$ cat src/rtl/cache_line_fill_unit_if.sv
// Split request/response memory bus between the line fill unit and memory.
// Request channel: a word transfers on any cycle where reqcyc and reqack are both high;
// the master holds reqcyc/req/reqtag stable until then. Response channel: a beat is
// offered by respcyc; the master's respack is a registered pulse one cycle after it
// takes a beat.
interface cache_line_fill_unit_if #(
  parameter int DATA_WIDTH = 64,
  parameter int TAG_WIDTH  = 13
);
  logic                  reqcyc;
  logic                  reqack;
  logic [DATA_WIDTH-1:0] req;
  logic [TAG_WIDTH-1:0]  reqtag;
  logic                  respcyc;
  logic [DATA_WIDTH-1:0] resp;
  logic [TAG_WIDTH-1:0]  resptag;
  logic                  respack;

  modport master (
    output reqcyc, req, reqtag, respack,
    input  reqack, respcyc, resp, resptag
  );

  modport slave (
    input  reqcyc, req, reqtag, respack,
    output reqack, respcyc, resp, resptag
  );
endinterface

$ cat src/rtl/cache_line_fill_unit.sv
// Runs one line read (fill) or line write-back at a time over the split memory bus,
// assembling read beats into a full line that is presented for a single cycle.
module cache_line_fill_unit #(
  parameter int                       BUS_DATA_WIDTH = 64,
  parameter int                       BUS_TAG_WIDTH  = 13,
  parameter int                       BEATS          = 8,
  parameter logic [BUS_TAG_WIDTH-1:0] MEM_READ_TAG   = 13'h1100,
  parameter logic [BUS_TAG_WIDTH-1:0] MEM_WRITE_TAG  = 13'h0101
) (
  input  logic                            clk,
  input  logic                            reset,
  input  logic                            fill_valid,
  input  logic [63:0]                     fill_addr,
  input  logic                            wb_valid,
  input  logic [63:0]                     wb_addr,
  input  logic [BEATS*BUS_DATA_WIDTH-1:0] wb_line,
  output logic                            req_ready,
  output logic                            line_valid,
  output logic [63:0]                     line_addr,
  output logic [BEATS*BUS_DATA_WIDTH-1:0] line_data,
  output logic                            wb_done,
  output logic [2:0]                      dbg_state,
  cache_line_fill_unit_if.master          bus
);

  localparam int          W        = BUS_DATA_WIDTH;
  localparam int          LW       = BEATS * W;
  localparam int          CW       = $clog2(BEATS);
  localparam logic [CW-1:0] LAST   = CW'(BEATS - 1);
  localparam logic [63:0] OFF_MASK = 64'(LW / 8 - 1);

  typedef enum logic [2:0] {
    IDLE    = 3'd0,
    RD_REQ  = 3'd1,
    RD_DATA = 3'd2,
    RD_DONE = 3'd3,
    WR_REQ  = 3'd4,
    WR_DATA = 3'd5
  } state_t;

  state_t          state, state_n;
  logic [63:0]     addr_q;
  logic [LW-1:0]   buf_q;
  logic [CW-1:0]   cnt;
  logic [63:0]     line_addr_q;
  logic [LW-1:0]   line_data_q;
  logic            respack_q;
  logic            beat_take;
  logic [W-1:0]    wr_beat;

  assign beat_take = (state == RD_DATA) && bus.respcyc && (bus.resptag == MEM_READ_TAG);
  assign wr_beat   = buf_q[int'(cnt)*W +: W];

  // buf_q holds either the line being written back or the partially assembled read;
  // the visible line_data is only replaced once the final beat arrives.
  always_ff @(posedge clk or negedge reset) begin
    if (!reset) begin
      state       <= IDLE;
      addr_q      <= '0;
      buf_q       <= '0;
      cnt         <= '0;
      line_addr_q <= '0;
      line_data_q <= '0;
      respack_q   <= 1'b0;
    end else begin
      state     <= state_n;
      respack_q <= 1'b0;
      case (state)
        IDLE: begin
          if (wb_valid) begin
            addr_q <= wb_addr & ~OFF_MASK;
            buf_q  <= wb_line;
          end else if (fill_valid) begin
            addr_q <= fill_addr & ~OFF_MASK;
            cnt    <= '0;
          end
        end
        RD_DATA: begin
          if (beat_take) begin
            buf_q[int'(cnt)*W +: W] <= bus.resp;
            cnt                     <= cnt + 1'b1;
            respack_q               <= 1'b1;
            if (cnt == LAST) begin
              line_data_q <= {bus.resp, buf_q[(BEATS-1)*W-1:0]};
              line_addr_q <= addr_q;
            end
          end
        end
        WR_REQ:  if (bus.reqack) cnt <= '0;
        WR_DATA: if (bus.reqack) cnt <= cnt + 1'b1;
        default: ;
      endcase
    end
  end

  always_comb begin
    state_n    = state;
    req_ready  = 1'b0;
    line_valid = 1'b0;
    wb_done    = 1'b0;
    bus.reqcyc = 1'b0;
    bus.req    = '0;
    bus.reqtag = '0;
    case (state)
      IDLE: begin
        req_ready = 1'b1;
        if (wb_valid)        state_n = WR_REQ;
        else if (fill_valid) state_n = RD_REQ;
      end
      RD_REQ: begin
        bus.reqcyc = 1'b1;
        bus.req    = addr_q;
        bus.reqtag = MEM_READ_TAG;
        if (bus.reqack) state_n = RD_DATA;
      end
      RD_DATA: if (beat_take && cnt == LAST) state_n = RD_DONE;
      RD_DONE: begin
        line_valid = 1'b1;
        state_n    = IDLE;
      end
      WR_REQ: begin
        bus.reqcyc = 1'b1;
        bus.req    = addr_q;
        bus.reqtag = MEM_WRITE_TAG;
        if (bus.reqack) state_n = WR_DATA;
      end
      WR_DATA: begin
        bus.reqcyc = 1'b1;
        bus.req    = wr_beat;
        bus.reqtag = MEM_WRITE_TAG;
        if (bus.reqack && cnt == LAST) begin
          wb_done = 1'b1;
          state_n = IDLE;
        end
      end
      default: state_n = IDLE;
    endcase
  end

  assign bus.respack = respack_q;
  assign line_addr   = line_addr_q;
  assign line_data   = line_data_q;
  assign dbg_state   = state;

endmodule

$ cat src/flat_wrapper.sv
// flat-port wrapper written by rule: the top's interface ports become plain ports
module cache_line_fill_unit_flat 
#(
  parameter int                       BUS_DATA_WIDTH = 64,
  parameter int                       BUS_TAG_WIDTH  = 13,
  parameter int                       BEATS          = 8,
  parameter logic [BUS_TAG_WIDTH-1:0] MEM_READ_TAG   = 13'h1100,
  parameter logic [BUS_TAG_WIDTH-1:0] MEM_WRITE_TAG  = 13'h0101
)
  (clk, reset, fill_valid, fill_addr, wb_valid, wb_addr, wb_line, req_ready, line_valid, line_addr, line_data, wb_done, dbg_state, bus_reqcyc, bus_req, bus_reqtag, bus_respack, bus_reqack, bus_respcyc, bus_resp, bus_resptag);
  cache_line_fill_unit_if #(.DATA_WIDTH(64), .TAG_WIDTH(13)) bus_i ();
  input  logic clk;
  input  logic reset;
  input  logic fill_valid;
  input  logic [63:0] fill_addr;
  input  logic wb_valid;
  input  logic [63:0] wb_addr;
  input  logic [BEATS*BUS_DATA_WIDTH-1:0] wb_line;
  output logic req_ready;
  output logic line_valid;
  output logic [63:0] line_addr;
  output logic [BEATS*BUS_DATA_WIDTH-1:0] line_data;
  output logic wb_done;
  output logic [2:0] dbg_state;
  output wire logic [$bits(bus_i.reqcyc)-1:0] bus_reqcyc;
  output wire logic [$bits(bus_i.req)-1:0] bus_req;
  output wire logic [$bits(bus_i.reqtag)-1:0] bus_reqtag;
  output wire logic [$bits(bus_i.respack)-1:0] bus_respack;
  input wire logic [$bits(bus_i.reqack)-1:0] bus_reqack;
  input wire logic [$bits(bus_i.respcyc)-1:0] bus_respcyc;
  input wire logic [$bits(bus_i.resp)-1:0] bus_resp;
  input wire logic [$bits(bus_i.resptag)-1:0] bus_resptag;
  assign bus_reqcyc = bus_i.reqcyc;
  assign bus_req = bus_i.req;
  assign bus_reqtag = bus_i.reqtag;
  assign bus_respack = bus_i.respack;
  assign bus_i.reqack = bus_reqack;
  assign bus_i.respcyc = bus_respcyc;
  assign bus_i.resp = bus_resp;
  assign bus_i.resptag = bus_resptag;
  cache_line_fill_unit #(.BUS_DATA_WIDTH(BUS_DATA_WIDTH), .BUS_TAG_WIDTH(BUS_TAG_WIDTH), .BEATS(BEATS), .MEM_READ_TAG(MEM_READ_TAG), .MEM_WRITE_TAG(MEM_WRITE_TAG)) u_core (.clk(clk), .reset(reset), .fill_valid(fill_valid), .fill_addr(fill_addr), .wb_valid(wb_valid), .wb_addr(wb_addr), .wb_line(wb_line), .req_ready(req_ready), .line_valid(line_valid), .line_addr(line_addr), .line_data(line_data), .wb_done(wb_done), .dbg_state(dbg_state), .bus(bus_i));
endmodule
$ cat config.mk
export PLATFORM = sky130hd
export DESIGN_NAME = cache_line_fill_unit_flat
export DESIGN_NICKNAME = d
export VERILOG_FILES = /design/src/rtl/cache_line_fill_unit_if.sv /design/src/rtl/cache_line_fill_unit.sv /design/src/flat_wrapper.sv
export SDC_FILE = /design/constraint.sdc
export NUM_CORES = 2
export LEC_CHECK = 0
export ABC_AREA = 1
export ABC_CLOCK_PERIOD_IN_PS = 5200
export CAP_MARGIN = 20
export CORE_AREA = 3 3 542 544
export DETAILED_ROUTE_END_ITERATION = 7
export DIE_AREA = 0 0 545 547
export GPL_TIMING_DRIVEN = 0
export HOLD_SLACK_MARGIN = 0.06
export PLACE_DENSITY = 0.46
export SETUP_SLACK_MARGIN = 0.4
export SKIP_LAST_GASP = 1
export SLEW_MARGIN = 20
export SYNTH_ARGS = -nofsm -noshare
export SYNTH_HDL_FRONTEND = slang
export SYNTH_SLANG_ARGS = --single-unit
$ cat constraint.sdc
create_clock -name clk -period 5.2 [get_ports clk]
set_input_delay 0.52 -clock clk [delete_from_list [all_inputs] [get_ports clk]]
set_output_delay 0.52 -clock clk [all_outputs]
set_load 0.05 [all_outputs]
# Word level (Yosys, flattened, before mapping)
# Cells that the tools add are included.
# word_totals
ff_bits	1159
latch_bits	0
ram_bits	0
rom_bits	0
in_bits	723
mem_count	0
# classes
addsub	2
n_mul	0
n_div	0
n_lt_le_gt_ge	0
n_eq_ne	17
shift	3
mux	28
bitwise	0
n_reduce_logical	16
# ops
operator	n
$mux 512	2
$pmux 512 s2	1
$bwmux 512	1
$shift 64x33->512 const A	1
$shiftx 512x10->64	1
$shiftx 64x33->512	1
$mux 64	2
$pmux 64 s2	1
$mux 3	11
$neg 9->33	1
$pmux 13 s2	1
$pmux 3 s5	1
$ne 2x2->1 const B	7
$eq 13x13->1 const B	1
$pmux 3 s4	1
$eq 3x3->1 const B	3
$mux 1	7
$eq 3x2->1 const B	2
$reduce_and 3->1	2
$reduce_and 6->1	1
$reduce_and 5->1	1
$logic_and 1x1->1	4
$ne 2x1->1 const B	2
$reduce_bool 2->1	2
8 further kinds	9

# Depth between registers and ports, before layout
# depth
ltp_word	6
mapped_depth	16
mapped_depth_nobuf	11

# Worst setup path before layout
# Ideal clock, no wire load.
# synth_timing
kind	register -> output
from	register u_core.state[2], in the netlist u_core.dbg_state[2]
to	output port bus_req[0]
arrival_time_ps	3148
required_time_ps	4680
setup_slack_ps	1532
stages_incl_launch_ff	8
cell_sequence	dfrtp_1 > inv_1 > nor2_1 > nand2_1 > inv_2 > buf_2 > nand2_1 > a31oi_1
# synth_between
elab_chain_cells	3
word_cells_on_any_way	5
# synth_lines
item	line	source
start, declared	cache_line_fill_unit.sv:41	state_t state, state_n;
start signal, assigned	cache_line_fill_unit.sv:66	state <= state_n;
$eq 3x1->1 / $eq 3x3->1 (equally long branches)	cache_line_fill_unit.sv:104	case (state)
$reduce_or 2->1 (no line)	--	
$pmux 64 s2 *	cache_line_fill_unit.sv:104	
end, declared	flat_wrapper.sv:26	output wire logic [$bits(bus_i.req)-1:0] bus_req;
# Every way passes the cells marked *; elsewhere a longest branch is shown, timed or not.

# Worst setup path in the final report
# layout_timing
from	register u_core.cnt[1]
to	output port bus_req[39]
# layout_between
elab_chain_cells	2
# layout_lines
item	line	source
start, declared	cache_line_fill_unit.sv:44	logic [CW-1:0] cnt;
start signal, assigned	cache_line_fill_unit.sv:81	cnt <= cnt + 1'b1;
start signal, assigned	cache_line_fill_unit.sv:90	WR_DATA: if (bus.reqack) cnt <= cnt + 1'b1;
$shiftx 512x10->64	cache_line_fill_unit.sv:52	assign wr_beat = buf_q[int'(cnt)*W +: W];
$pmux 64 s2	cache_line_fill_unit.sv:104	
# Every way passes these cells.

==> results.yml <==
setup_path:
  path_cells: "clkbuf_2 -> buf_16 -> clkbuf_1 -> a21oi_1 -> o21ai_0 -> nand3_1 -> nand3_1 -> o21ai_0 -> clkdlybuf4s15_2"
  cpMaxStageDelayCell: "clkbuf_1"
  critical_path.max_stage_delay_ns: 0.82
  cp_data_required_time_ns: 4.68
  critPathLaunchType: "register"
  worst-setup-path-type: "register to primary output"
  critPathArrivalTime_ns: 4.25
  cp_max_fo: 10
  endpoint_kind: "primary output"
sta:
  min_period_ns: 4.767
  setup_viol: 0
  whs_ns: 0.1901
  hold_viol: 0
  worst_pin_slew_ns: 1.260
  drv_slew: 0
  period_share_pct: 91.68
  rsz0062_at_grt: "no"
  max_freq_ghz: 0.2098
  skew_ns: 0.04458
  slew_headroom_pct: 15.98
global_routing:
  grt_max_degree: 133
  grt_pass1_vias: 63294
  grt_use_total_pct: 30.51
  grt_pass1_wl_mm: 606.9
  gr-total-overflow: 0
  antenna_found_initial: 158
clocking:
  cts-root-buf: "clkbuf_16"
  cts_max_level: 4
  cts_tree: "done"
  clkSlewWorstSetupHoldPaths_ns: 0.06
  postCtsSetupRepairBufs: 0
  cts_made_buffers: 158
  clock_sinks: 1147
  clock_path_buffers: 4
  insertion_delay_ns: 0.86
drt:
  top_layer: "met5"
  wl_met2_mm: 216.3
  drc: 0
  wirelength_mm: 472.0
  viasPerCell: 4.905
  wl_met3_mm: 42.79
  drtAntennaViolNets: 0
  routedWlPerCell_um: 35.49
  num_vias: 65218
  drt-pass1-iter-count: 6
  wl_met1_mm: 187.0
  first_iter_violations: 7591
synth:
  synth_area_um2: 56930
  synth_edf_count: 0
  yosys_most_used_dff: "dfrtp_1"
  synth.distinct_cells: 27
  synth_cells: 7622
  syn_avg_cell_area_um2: 7.469
  synthArstFlopShare_pct: 100.0
  synth_seq_cells: 1147
  ys_warn_count: 0
  yosysSeqAreaShare_pct: 50.42
power_and_ir_drop:
  power.share.clock_pct: 29.0
  p_per_area_nw_per_um2: 480.0
  seqPwrFrac_pct: 32.1
  p_leak_nw: 38.65
  swShare_pct: 45.41
  ir_worst_vdd_v: 0.0003445
  intPower_w: 0.02155
  power_frac_comb_pct: 38.9
  p_sw_w: 0.01792
outcome:
  status: "complete, no violations"
floorplan:
  ios: 1384
  die_width_um: 545
  core.rowCount: 198
  design.core.area_um2: 290100
  die_height_um: 547
  start_util_pct: 19.62
  die-area_um2: 298100
placement:
  placed_area_um2: 76590
  portBuffers: 1354
  gp_congestion: 0.9721
  place_hpwl_mm: 385.7
finish:
  seq_area_um2: 28700
  fillers: 31731
  multi_input_area_um2: 23910
  design_area_um2: 82220
  final_net_count: 9924
  layout_common_cells: "nand2_1, clkdlybuf4s50_1, dfrtp_1, nand3_1, o21ai_0"
  final_layout_size_suffix_gt1_share_pct: 7.841
  area_delta_synth_final_pct: 44.43
  final_common_cell: "nand2_1"
min_path:
  hp-class: "input pin to async pin"
flow_run:
  drv_cap: 0
area by class of cell:
cell class	count	share of cell area, %
clock inverters	57	0.9496
diodes	87	0.2648
flip-flops and latches	1147	34.91
clock buffers	217	5.433
repair buffers	1399	17.78
well taps	3900	5.935
multi-input cells	5406	29.08
plain buffers	619	3.518
inverters	465	2.132
cell usage after synthesis, types with 6 or more instances:
| library cell | number | share of area [%] |
|---|---|---|
| nand2_1 | 2739 | 18 |
| dfrtp_1 | 1147 | 50 |
| nand3_1 | 1019 | 9.0 |
| o21ai_0 | 943 | 8.3 |
| inv_1 | 460 | 3.0 |
| clkbuf_1 | 280 | 1.8 |
| a21oi_1 | 258 | 2.3 |
| buf_2 | 254 | 2.2 |
| o21ai_1 | 195 | 1.7 |
| nor2_1 | 83 | 0.55 |
| buf_1 | 63 | 0.42 |
| o211ai_1 | 59 | 0.78 |
| or2_2 | 58 | 0.64 |
| buf_4 | 22 | 0.29 |
| nand2_2 | 10 | 0.11 |
| a31oi_1 | 6 | 0.066 |
power by group through the flow:
stage	Combinational [W]	Sequential, W	Clock [W]
2_1_floorplan	0.00749	0.0120	0
3_3_place_gp	0.0148	0.0128	0
3_5_place_dp	0.0152	0.0127	0
4_1_cts	0.0152	0.0126	0.0116
5_1_grt	0.0162	0.0128	0.0120
6_report	0.0153	0.0127	0.0115
per-stage QoR:
stage / utilization, % / std cells / setup TNS, ns / setup slack (ns) / total power [W]
6_report: 28.34 / 13297 / 0 / 0.4329 / 0.03947
5_1_grt: 28.29 / 13231 / 0 / 0.3994 / 0.04105
4_1_cts: 28.25 / 13209 / 0 / 0.1825 / 0.03941
3_5_place_dp: 26.40 / 12934 / -226.30 / -1.219 / 0.02796
3_3_place_gp: 26.00 / 12891 / - / -53.29 / 0.02769
2_1_floorplan: - / 7637 / 0 / 1.532 / 0.01953
critical path: cells and delay by family, from the launching register on:
kind | cells | cell delay, ns
AOI/OAI and AO/OA | 3 | 0.59
buffers and inverters | 4 | 1.84
and+or+nand+nor | 2 | 0.45
DFF | 1 | 0.47
routing by layer:
| layer | GRT usage, % | up-vias |
|---|---|---|
| li1 | - | 28005 |
| met1 | 37.95 | 32560 |
| met2 | 49.12 | 3819 |
| met3 | 7.654 | 752 |
| met4 | 14.80 | 82 |
| met5 | 0 | - |
path summary, 6_finish.rpt:
check,from,endpoint,slack [ns],depth (start not counted)
worst min register to register,u_core.buf_q[462]$_DFFE_PN0P_,u_core.buf_q[462]$_DFFE_PN0P_,0.47,2
worst min-delay path,reset,u_core.buf_q[143]$_DFFE_PN0P_,0.19,2
worst max register to register,u_core.cnt[0]$_DFFE_PN0P_,u_core.buf_q[98]$_DFFE_PN0P_,0.46,13
min in group clk,fill_addr[57],u_core.addr_q[57]$_DFFE_PN0P_,0.30,3
worst max-delay path,u_core.cnt[1]$_DFFE_PN0P_,bus_req[39],0.43,9
max in group asynchronous,reset,u_core.line_data[422]$_DFFE_PN0P_,2.25,6
kinds of logic (layout without fill, tap and decap cells):
family                   after synthesis  after routing  share of synthesized area (%)
AO/OA/AOI/OAI                       1464           1464                          13.16
adder cells (fa/ha/maj)                5              5                         0.1099
buffers and inverters               1084           2757                          7.851
flip-flops                          1147           1147                          50.42
other                                  1            103                       0.006587
AND/OR/NAND/NOR                     3921           3921                          28.45
flip-flops by register name (all words and copies together), names as in the netlist:
name	flops
u_core.addr_q	58
u_core.cnt	3
u_core.line_addr	58
u_core.bus.respack	1
u_core.dbg_state	3
u_core.buf_q	512
u_core.line_data	512
what timing repair did:
item,CTS,global route
hold buffers,1,0
endpoints found under the hold margin,272,0
gates resized for setup,157,26
cloned,0,0
endpoints found under the setup margin,572,108
Power figures use the tool's default switching activity.
